--- config.mk ---
export PLATFORM = sky130hd
export DESIGN_NAME = mat_out_serializer
export DESIGN_NICKNAME = d
export VERILOG_FILES = /design/src/rtl/mat_pkg.sv /design/src/rtl/mat_out_serializer.sv
export SDC_FILE = /design/constraint.sdc
export NUM_CORES = 1
export LEC_CHECK = 0
export CAP_MARGIN = 25
export CORE_MARGIN = 8
export CORE_UTILIZATION = 40
export CTS_BUF_LIST = sky130_fd_sc_hd__clkbuf_4 sky130_fd_sc_hd__clkbuf_8 sky130_fd_sc_hd__clkbuf_16
export DETAILED_ROUTE_END_ITERATION = 10
export MAX_ROUTING_LAYER = met4
export PLACE_DENSITY = 0.78
export SLEW_MARGIN = 20
export SYNTH_ARGS = -nofsm -noshare
export SYNTH_HDL_FRONTEND = slang
export SYNTH_SLANG_ARGS = --single-unit
--- constraint.sdc ---
create_clock -name clk -period 5.4 [get_ports clk]
set_input_delay 1.08 -clock clk [delete_from_list [all_inputs] [get_ports clk]]
set_output_delay 1.08 -clock clk [all_outputs]
set_load 0.03 [all_outputs]
--- src/rtl/mat_pkg.sv ---
// Shared definitions for the matrix result serializer.
// Default geometry, FSM state type and index sizing helper.
package mat_pkg;

  localparam int N_ROWS_DEF    = 2;
  localparam int N_COLUMNS_DEF = 2;

  typedef enum logic {
    IDLE,
    STREAM
  } state_t;

  // Index width for n elements, never narrower than one bit.
  function automatic int idx_width(input int n);
    return (n <= 1) ? 1 : $clog2(n);
  endfunction

endpackage

--- src/rtl/mat_out_serializer.sv ---
// Captures a finished result matrix on the rising edge of mult_done
// and streams it row-major over a valid/ready port.
module mat_out_serializer
  import mat_pkg::*;
#(
  parameter int N_ROWS    = N_ROWS_DEF,
  parameter int N_COLUMNS = N_COLUMNS_DEF
) (
  input  logic               clk,
  input  logic               reset,
  input  logic               mult_done,
  input  logic signed [31:0] mat_out [0:N_ROWS-1][0:N_COLUMNS-1],
  output logic signed [31:0] data_out,
  output logic               data_valid,
  input  logic               data_ready,
  output logic               data_last,
  output logic               busy,
  output logic               overrun
);

  localparam int TOTAL = N_ROWS * N_COLUMNS;
  localparam int IW    = idx_width(TOTAL);
  localparam logic [IW-1:0] LAST = IW'(TOTAL - 1);

  state_t             state_q;
  state_t             state_nx;
  logic [IW-1:0]      idx_q;
  logic [IW-1:0]      idx_nx;
  logic               md_q;
  logic               ovr_q;
  logic               ovr_nx;
  logic               capture;
  logic               start;
  logic               xfer;
  logic signed [31:0] buf_q [0:TOTAL-1];

  // Next-state, capture decision and stream outputs.
  always_comb begin
    state_nx   = state_q;
    idx_nx     = idx_q;
    ovr_nx     = ovr_q;
    capture    = 1'b0;
    data_valid = 1'b0;
    busy       = 1'b0;
    data_last  = 1'b0;
    data_out   = '0;
    start      = mult_done & ~md_q;
    xfer       = 1'b0;
    unique case (state_q)
      IDLE: begin
        if (start) begin
          capture  = 1'b1;
          idx_nx   = '0;
          state_nx = STREAM;
        end
      end
      STREAM: begin
        data_valid = 1'b1;
        busy       = 1'b1;
        data_out   = buf_q[idx_q];
        data_last  = (idx_q == LAST);
        xfer       = data_ready;
        if (xfer && data_last) begin
          idx_nx = '0;
          if (start) begin
            capture = 1'b1;
          end else begin
            state_nx = IDLE;
          end
        end else begin
          if (xfer) begin
            idx_nx = idx_q + 1'b1;
          end
          if (start) begin
            ovr_nx = 1'b1;
          end
        end
      end
      default: state_nx = IDLE;
    endcase
  end

  // State, index, edge detector, sticky flag and capture buffer.
  always_ff @(posedge clk or posedge reset) begin
    if (reset) begin
      state_q <= IDLE;
      idx_q   <= '0;
      md_q    <= 1'b0;
      ovr_q   <= 1'b0;
      for (int i = 0; i < TOTAL; i++) begin
        buf_q[i] <= '0;
      end
    end else begin
      state_q <= state_nx;
      idx_q   <= idx_nx;
      md_q    <= mult_done;
      ovr_q   <= ovr_nx;
      if (capture) begin
        for (int r = 0; r < N_ROWS; r++) begin
          for (int c = 0; c < N_COLUMNS; c++) begin
            buf_q[r*N_COLUMNS+c] <= mat_out[r][c];
          end
        end
      end
    end
  end

  assign overrun = ovr_q;

endmodule

Word level (Yosys, flattened, before mapping)
Index checks and enable logic that the tools add are counted.
{"block": "classes", "add_sub_neg": 1, "n_lt_le_gt_ge": 1, "eq_ne": 3, "muxes": 15, "bitwise": 5, "n_reduce_logical": 3}
{"cell": "32-bit 2-to-1 mux", "count": 3}
{"cell": "32-bit binary-select mux with 2-bit select", "count": 1}
{"cell": "2-bit 2-to-1 mux", "count": 3}
{"cell": "1-bit 2-to-1 mux", "count": 5}
{"cell": "1-bit one-hot mux with 2 select lines", "count": 2}
{"cell": "2-bit one-hot mux with 2 select lines", "count": 1}
{"cell": "3-bit >= comparator (second input constant)", "count": 1}
{"cell": "3-bit by 2-bit != test with 1-bit output (second input constant)", "count": 1}
{"cell": "1-bit inverter", "count": 3}
{"cell": "2-bit inverter with 3-bit output", "count": 1}
{"cell": "3-bit AND reduction", "count": 1}
{"cell": "2-bit by 1-bit adder with 2-bit output (second input constant)", "count": 1}
{"cell": "2-bit == test (second input constant)", "count": 1}
{"cell": "2-bit != test (second input constant)", "count": 1}
{"cell": "2-bit AND reduction", "count": 1}
{"cell": "1-bit AND", "count": 1}
{"cell": "1-bit logical AND", "count": 1}
{"block": "word_totals", "ff_bits": 133, "inputBits": 132, "output_inout_bits": 36, "word_cells": 36}

Logic depth before layout (Yosys ltp)
Gate-level depths: netlist of the first run.
{"block": "depth", "word_depth": 5, "depth_mapped": 6, "depth_no_buf": 4}

Worst setup path before layout of the first run
No wires, ideal clock.
{"block": "synth_timing", "kind": "reg-to-output", "from": "reg state_q", "to": "out data_out[0]", "arrival_ns": 1.607, "setup_slack_ns": 2.713, "stages_incl_launch_ff": 5, "path_cell_list": "dfrtp_1 -> buf_2 -> nand2b_1 -> buf_1 -> o22ai_1"}
{"block": "synth_via", "elab_chain_len": 1}
{"item": "from (decl)", "line_no": "mat_out_serializer.sv:25", "text": "state_t state_q;"}
{"item": "from (signal assigned)", "line_no": "mat_out_serializer.sv:94", "text": "state_q <= state_nx;"}
{"item": "32-bit 2-to-1 mux", "line_no": "mat_out_serializer.sv:49", "text": "unique case (state_q)"}
{"item": "to (decl)", "line_no": "mat_out_serializer.sv:13", "text": "output logic signed [31:0] data_out,"}
Every way passes these cells.

Worst setup path in the final report of the first run
{"block": "layout_timing", "from": "reg state_q", "to": "out data_out[31]"}
The elaborated chain is that of the path after synthesis.

==> results of run 1 <==
[cells in the mapped netlist]
cell type	number	share of area [%]
a21oi_4	1	0.25
and2_1	1	0.097
buf_1	2	0.12
buf_12	13	4.0
buf_2	3	0.23
buf_4	6	0.70
buf_6	1	0.17
clkbuf_1	5	0.29
dfrtp_1	133	51
ha_1	1	0.19
inv_1	1	0.058
mux2_1	12	2.1
mux2_2	17	3.0
mux2_4	100	23
mux2i_1	64	9.9
nand2_1	7	0.41
nand2_2	1	0.097
nand2b_1	1	0.097
nand2b_2	1	0.14
o21ai_0	2	0.15
o21bai_1	1	0.12
o22ai_1	32	3.1
xor2_1	1	0.14
[path summary, 6_finish.rpt]
kind / startpoint / endpoint / slack [ns] / cells after the start
hold reg to reg: buf_q[38] / buf_q[38] / 0.49 / 1
setup reg to reg: idx_q[1] / buf_q[35] / 2.54 / 5
max in group asynchronous: reset / buf_q[40] / 3.31 / 3
hold / removal: buf_q[38] / buf_q[38] / 0.49 / 1
setup / recovery: state_q / data_out[31] / 1.42 / 4
min in group asynchronous: reset / buf_q[106] / 1.20 / 2
[area by class of cell]
cell class	instances	area (um^2)
Timing Repair Buffer	173	1742
Inverter	1	6.256
Clock inverter	11	175.2
Tap cell	216	270.3
Clock buffer	21	467.9
Multi-Input combinational cell	242	2778
Sequential cell	133	3332
Fill cell	1241	7057
[power by group through the flow]
stage | combinational, mW | sequential [mW] | clock (mW)
final | 2.67 | 1.86 | 1.24
after detailed placement | 2.69 | 1.87 | 0
after floorplan | 2.01 | 1.70 | 0
after global routing | 2.84 | 1.93 | 1.32
after CTS | 2.70 | 1.87 | 1.27
after global placement | 2.64 | 1.84 | 0
[cells by family after synthesis]
logic type / Yosys count
mux: 193
flops: 133
compound gates: 36
buf+inv: 31
simple gates: 11
xor+xnor: 1
fa+ha+maj: 1
[state kept, by name, summed over array words and instances (netlist names)]
name,cells
state_q,1
buf_q,128
idx_q,2
overrun,1
md_q,1
[critical path, stage by stage (launching register included)]
cell	delay, ns
dfrtp_1	0.57
nand2b_1	0.52
buf_4	0.41
o22ai_1	0.26
clkdlybuf4s50_1	0.72
[stage by stage]
| step | setup WS (ns) | total power [mW] | std cells | hold WS (ns) |
|---|---|---|---|---|
| after global routing | 1.272 | 6.088 | 797 | 0.5128 |
| final | 1.418 | 5.778 | 797 | 0.4879 |
| after global placement | 1.954 | 4.483 | 765 | 0.4686 |
| after CTS | 1.382 | 5.847 | 797 | 0.4931 |
| after detailed placement | 1.848 | 4.558 | 765 | 0.4777 |
| after floorplan | 0.7656 | 3.714 | 406 | 0.4579 |
[layer usage]
metal	up-vias	share of wire [%]	track usage, %	wire length (um)
li1	1803	-	-	-
met1	1946	45	19.52	6948
met2	123	48	24.04	7357
met3	12	5.8	5.275	887
met4	0	0.97	4.362	149
met5	-	0	-	0
==> metrics.csv, run 1 <==
metric,value,unit
Switching Power,2.014,mW
number of remaining DRC errors,0,
post-synthesis mux area share,38.17,%
Critical Path End Type,primary output,
worst path required time,4.32,ns
"commonest cells after routing, fill and taps aside","167 x clkdlybuf4s50_1, 132 x dfrtp_1, 100 x mux2_4",
Clock Tree Buf Depth,2,
Synth Warn #,0,
die height,143.2,um
H-Tree Depth,4,
Area Growth Syn to Fin,35.62,%
grt ovf,0,
Slew HR,39.10,%
"Seq/Total Area, Yosys",51.46,%
antenna-violating nets left,0,
Max Cap Viol,0,
main combinational cell family by area after synthesis,multiplexers,
CTS tree,yes,
Ports,168,
cts hold-fix bufs,0,
Starting DRT DRC Count,195,
Sw Share,34.85,%
number of port buffers,167,
# clock sinks,133,
simple-gate share of the synthesized area,0.8319,%
Post-Syn Instances,406,
layout cells sized above 1,27.54,%
Placement Cell Area,8128,um^2
status,"complete, no violations",
"Hold Vio Cnt, Final",0,
Post-Synth Adder-Cell Area,0.1935,%
Starting Density,40.86,%
Leak,3.797,nW
area of the core,15830,um^2
num rows,46,
Ant. Diodes,0,
final WL,15340,um
worst min path class,flop to flop,
DR WL/cell,19.25,um
post-DP HPWL,10280,um
first-pass GRT wire length,24040,um
worst setup path class,flop to primary output,
largest net degree at the start of global routing,129,
"Setup Fix Bufs, Post-CTS",0,
Final Instance Area,8771,um^2
post-layout util,55.42,%
Clk network pwr share,21.5,%
Max Clk Rate,0.2511,GHz
Final Cycle Share,73.75,%
post-DR vias/cell,4.873,
nets@finish,701,
Logic pwr share,46.2,%
Synth Area in Compound Gates,3.618,%
Flop pwr share,32.3,%
Die Wd,143.2,um
CTS root buffer,clkbuf_16,
post-CTS sizing,0,
number of global-route vias before repair,4423,
Internal Dissipation,3.764,mW
"Slew Viols, Final",0,
critical path arrival,2.90,ns
RSZ-0062 raised after global routing,false,
Synth Net Count,539,
CP Max Fanout,17,
initial antenna violation count,0,
DIE AREA,20490,um^2
"flops & latches, synth",133,
DRT Pass-1 Iters,4,
"most common cell after layout, fill and taps aside",clkdlybuf4s50_1,
Final TNS setup,0,ns
Pwr Density,658.7,nW/um^2
# setup viols final,0,
Final Critical Period,3.982,ns
synth unique cells,23,
"Clk Latency, worst-skew pair",0.42,ns
GRT Resource Usage Total,15.73,%
worst vdd ir,0.3689,mV
XOR/XNOR Fraction of Synth Area,0.1354,%
Slew @ Worst Pin,0.9135,ns
CP startpoint kind,flop,
Post-Syn Area,6467,um^2
Clock transition at path regs,0.05,ns
clk_skew,0.01109,ns
clock buffer count from CTS,17,
vias,3884,
Routability Congestion,0.7911,
Mapped Avg Cell Area,15.93,um^2
Power figures use the tool's default switching activity.
==> inputs of run 2 (changes only) <==
PLACE_DENSITY = 0.8   (was 0.78)
clock period = 3.6 ns   (was 5.4 ns; I/O delays follow)
==> run 2 against run 1 <==
Sequential cell count did not move. Worst setup slack got worse by 0.98 ns. Count of clock-buffer cells in the layout up 1. Via count rose by 0.39%. Non-clock buffer count grew 2. Die area unchanged. First-iteration DRC count increased by 19%. Cell area down 0.58%. Largest cell class unchanged. Register-to-register slack got worse by 1.1 ns. Clock power increased by 30%. Total power increased by 45%.
==> metrics.csv, run 2 (synthesis gave the netlist of run 1 again) <==
metric,value,unit,change
nets@finish,703,,+0.29%
"most common cell after layout, fill and taps aside",clkdlybuf4s50_1,,
worst path required time,2.88,ns,-1.44 ns
clk_skew,0.007477,ns,-0.003609 ns
Max Clk Rate,0.3159,GHz,
die height,143.2,um,unchanged
Worst Min Path Start,buf_q[40],,
"commonest cells after routing, fill and taps aside","167 x clkdlybuf4s50_1, 132 x dfrtp_1, 100 x mux2_4",,
fillcell total,1242,,+0.081%
worst vdd ir,0.5991,mV,+62%
cts hold-fix bufs,0,,unchanged
worst setup path class,flop to primary output,,
Area Growth Syn to Fin,34.82,%,
number of global-route vias before repair,4513,,+2.0%
post-DR vias/cell,4.886,,+0.26%
largest net degree at the start of global routing,134,,+3.9%
area of the multi-input gates,2778,um^2,unchanged
final WL,14810,um,-3.4%
CP startpoint kind,flop,,
Final TNS setup,0,ns,unchanged
Max Cap Viol,0,,unchanged
worst-path cell chain,buf_4 -> mux2i_1 -> o22ai_1 -> clkdlybuf4s50_1,,
pre-CTS setup slack,0.8737,ns,-0.9738 ns
Final Critical Period,3.166,ns,
Final Worst Setup Slack,0.4344,ns,-0.9831 ns
crit path launch,idx_q[1],,
number of remaining DRC errors,0,,unchanged
H-Tree Depth,4,,unchanged
clock buffer count from CTS,17,,unchanged
grt ovf,0,,unchanged
"Setup Fix Bufs, Post-CTS",0,,unchanged
Placement Cell Area,8169,um^2,+0.51%
Ports,168,,unchanged
DIE AREA,20490,um^2,unchanged
post-DP HPWL,10260,um,-0.12%
Final Instance Area,8720,um^2,-0.58%
CP Max Fanout,19,,+2
CTS tree,yes,,
Final Cycle Share,87.93,%,
"Hold Vio Cnt, Final",0,,unchanged
Slew @ Worst Pin,0.7405,ns,-0.1730 ns
Clock Tree Buf Depth,2,,unchanged
hold_ws,0.4878,ns,-0.00004400 ns
worst min path class,flop to flop,,
"Clk Latency, worst-skew pair",0.41,ns,about the same
placed cells,767,,+0.26%
critical path arrival,2.45,ns,-0.45 ns
num rows,46,,unchanged
Biggest register,buf_q,,
DRT Pass-1 Iters,4,,unchanged
Clock transition at path regs,0.06,ns,about the same
GRT met1 Usage,18.74,%,-0.78 points
Post-Layout Cell Count,798,,+0.13%
Slew HR,50.63,%,+12 points
layout cells sized above 1,27.66,%,+0.12 points
initial antenna violation count,0,,unchanged
crit-path max cell delay,0.70,ns,-0.02 ns
Die Wd,143.2,um,unchanged
Leak,3.769,nW,-0.74%
status,"complete, no violations",,
Largest register FFs,128,,unchanged
area of the core,15830,um^2,unchanged
"slowest stage cell, crit path",clkdlybuf4s50_1,,
vias,3899,,+0.39%
Routability Congestion,0.7623,,-3.6%
Starting DRT DRC Count,232,,+19%
antenna-violating nets left,0,,unchanged
number of port buffers,167,,unchanged
CTS root buffer,clkbuf_16,,
RSZ-0062 raised after global routing,false,,
Critical Path End Type,primary output,,
"Slew Viols, Final",0,,unchanged
# setup viols final,0,,unchanged
top flop regs,"buf_q: 128 flops, idx_q: 2 flops",,
Pwr Density,963.9,nW/um^2,+46%
Ant. Diodes,0,,unchanged
Register-to-Register Path Depth,5,,unchanged
GRT Resource Usage Total,15.36,%,-0.36 points
post-CTS sizing,0,,unchanged
grt met2 use,23.69,%,-0.35 points
DR WL/cell,18.56,um,-3.6%
Starting Density,40.86,%,unchanged
r2r startpoint,idx_q[1],,
met3 track demand over resource,5.309,%,+0.033 points
first-pass GRT wire length,23810,um,-0.95%
hold path depth,1,,unchanged
register area,3332,um^2,unchanged
GRT Max-Usage Layer,met2,,
# clock sinks,133,,unchanged
[run 2: cell count changes in the layout (fill, tap and decap cells not counted), sizes merged]
cell	before	now
clkbuf	21	22
bufinv	4	1
inv	1	0
buf	6	8
clkinvlp	2	4
[run 2: critical path: cells and delay by family, from the launching register on]
| family | cells | cell delay [ns] |
|---|---|---|
| mux | 1 | 0.13 |
| flops | 1 | 0.63 |
| buf+inv | 2 | 1.07 |
| compound gates | 1 | 0.19 |
[run 2: layer usage]
layer,up-vias,share of wire [%],wire [um]
li1,1808,-,-
met5,-,0,0
met3,16,5.9,881
met2,126,48,7121
met1,1949,45,6652
met4,0,1.1,157
[run 2: report_power, final]
| group | switching [mW] | total (mW) | internal (mW) |
|---|---|---|---|
| Combinational | 1.85 | 4.06 | 2.20 |
| Sequential | 0.488 | 2.74 | 2.25 |
| Clock | 0.619 | 1.61 | 0.989 |
| Total | 2.96 | 8.40 | 5.44 |
[run 2: path summary, 6_finish.rpt]
check                         endpoint  slack, ns
setup / recovery           data_out[6]       0.43
hold / removal               buf_q[40]       0.49
setup reg to reg             buf_q[36]       1.40
hold reg to reg              buf_q[40]       0.49
max in group asynchronous     idx_q[1]       2.09
min in group asynchronous    buf_q[16]       0.84
[run 2: layout make-up]
| type | count | share of cell area [%] |
|---|---|---|
| Sequential cell | 133 | 38.21 |
| Multi-Input combinational cell | 242 | 31.86 |
| Clock buffer | 22 | 5.381 |
| Tap cell | 216 | 3.099 |
| Clock inverter | 9 | 0.9327 |
| Inverter | 1 | 0.08610 |
| Timing Repair Buffer | 175 | 20.43 |
[run 2: stage by stage]
step                      power (mW)  util (%)
after floorplan                5.571         -
after CTS                      8.490     55.09
after detailed placement       6.828     51.61
after global placement         6.719     51.61
after global routing           8.875     55.09
final                          8.405     55.09
==> inputs of run 3 (changes only) <==
CAP_MARGIN = 5   (was 25)
==> results of run 3 <==
The final DEF is identical to that of run 2; final timing and power are the same.
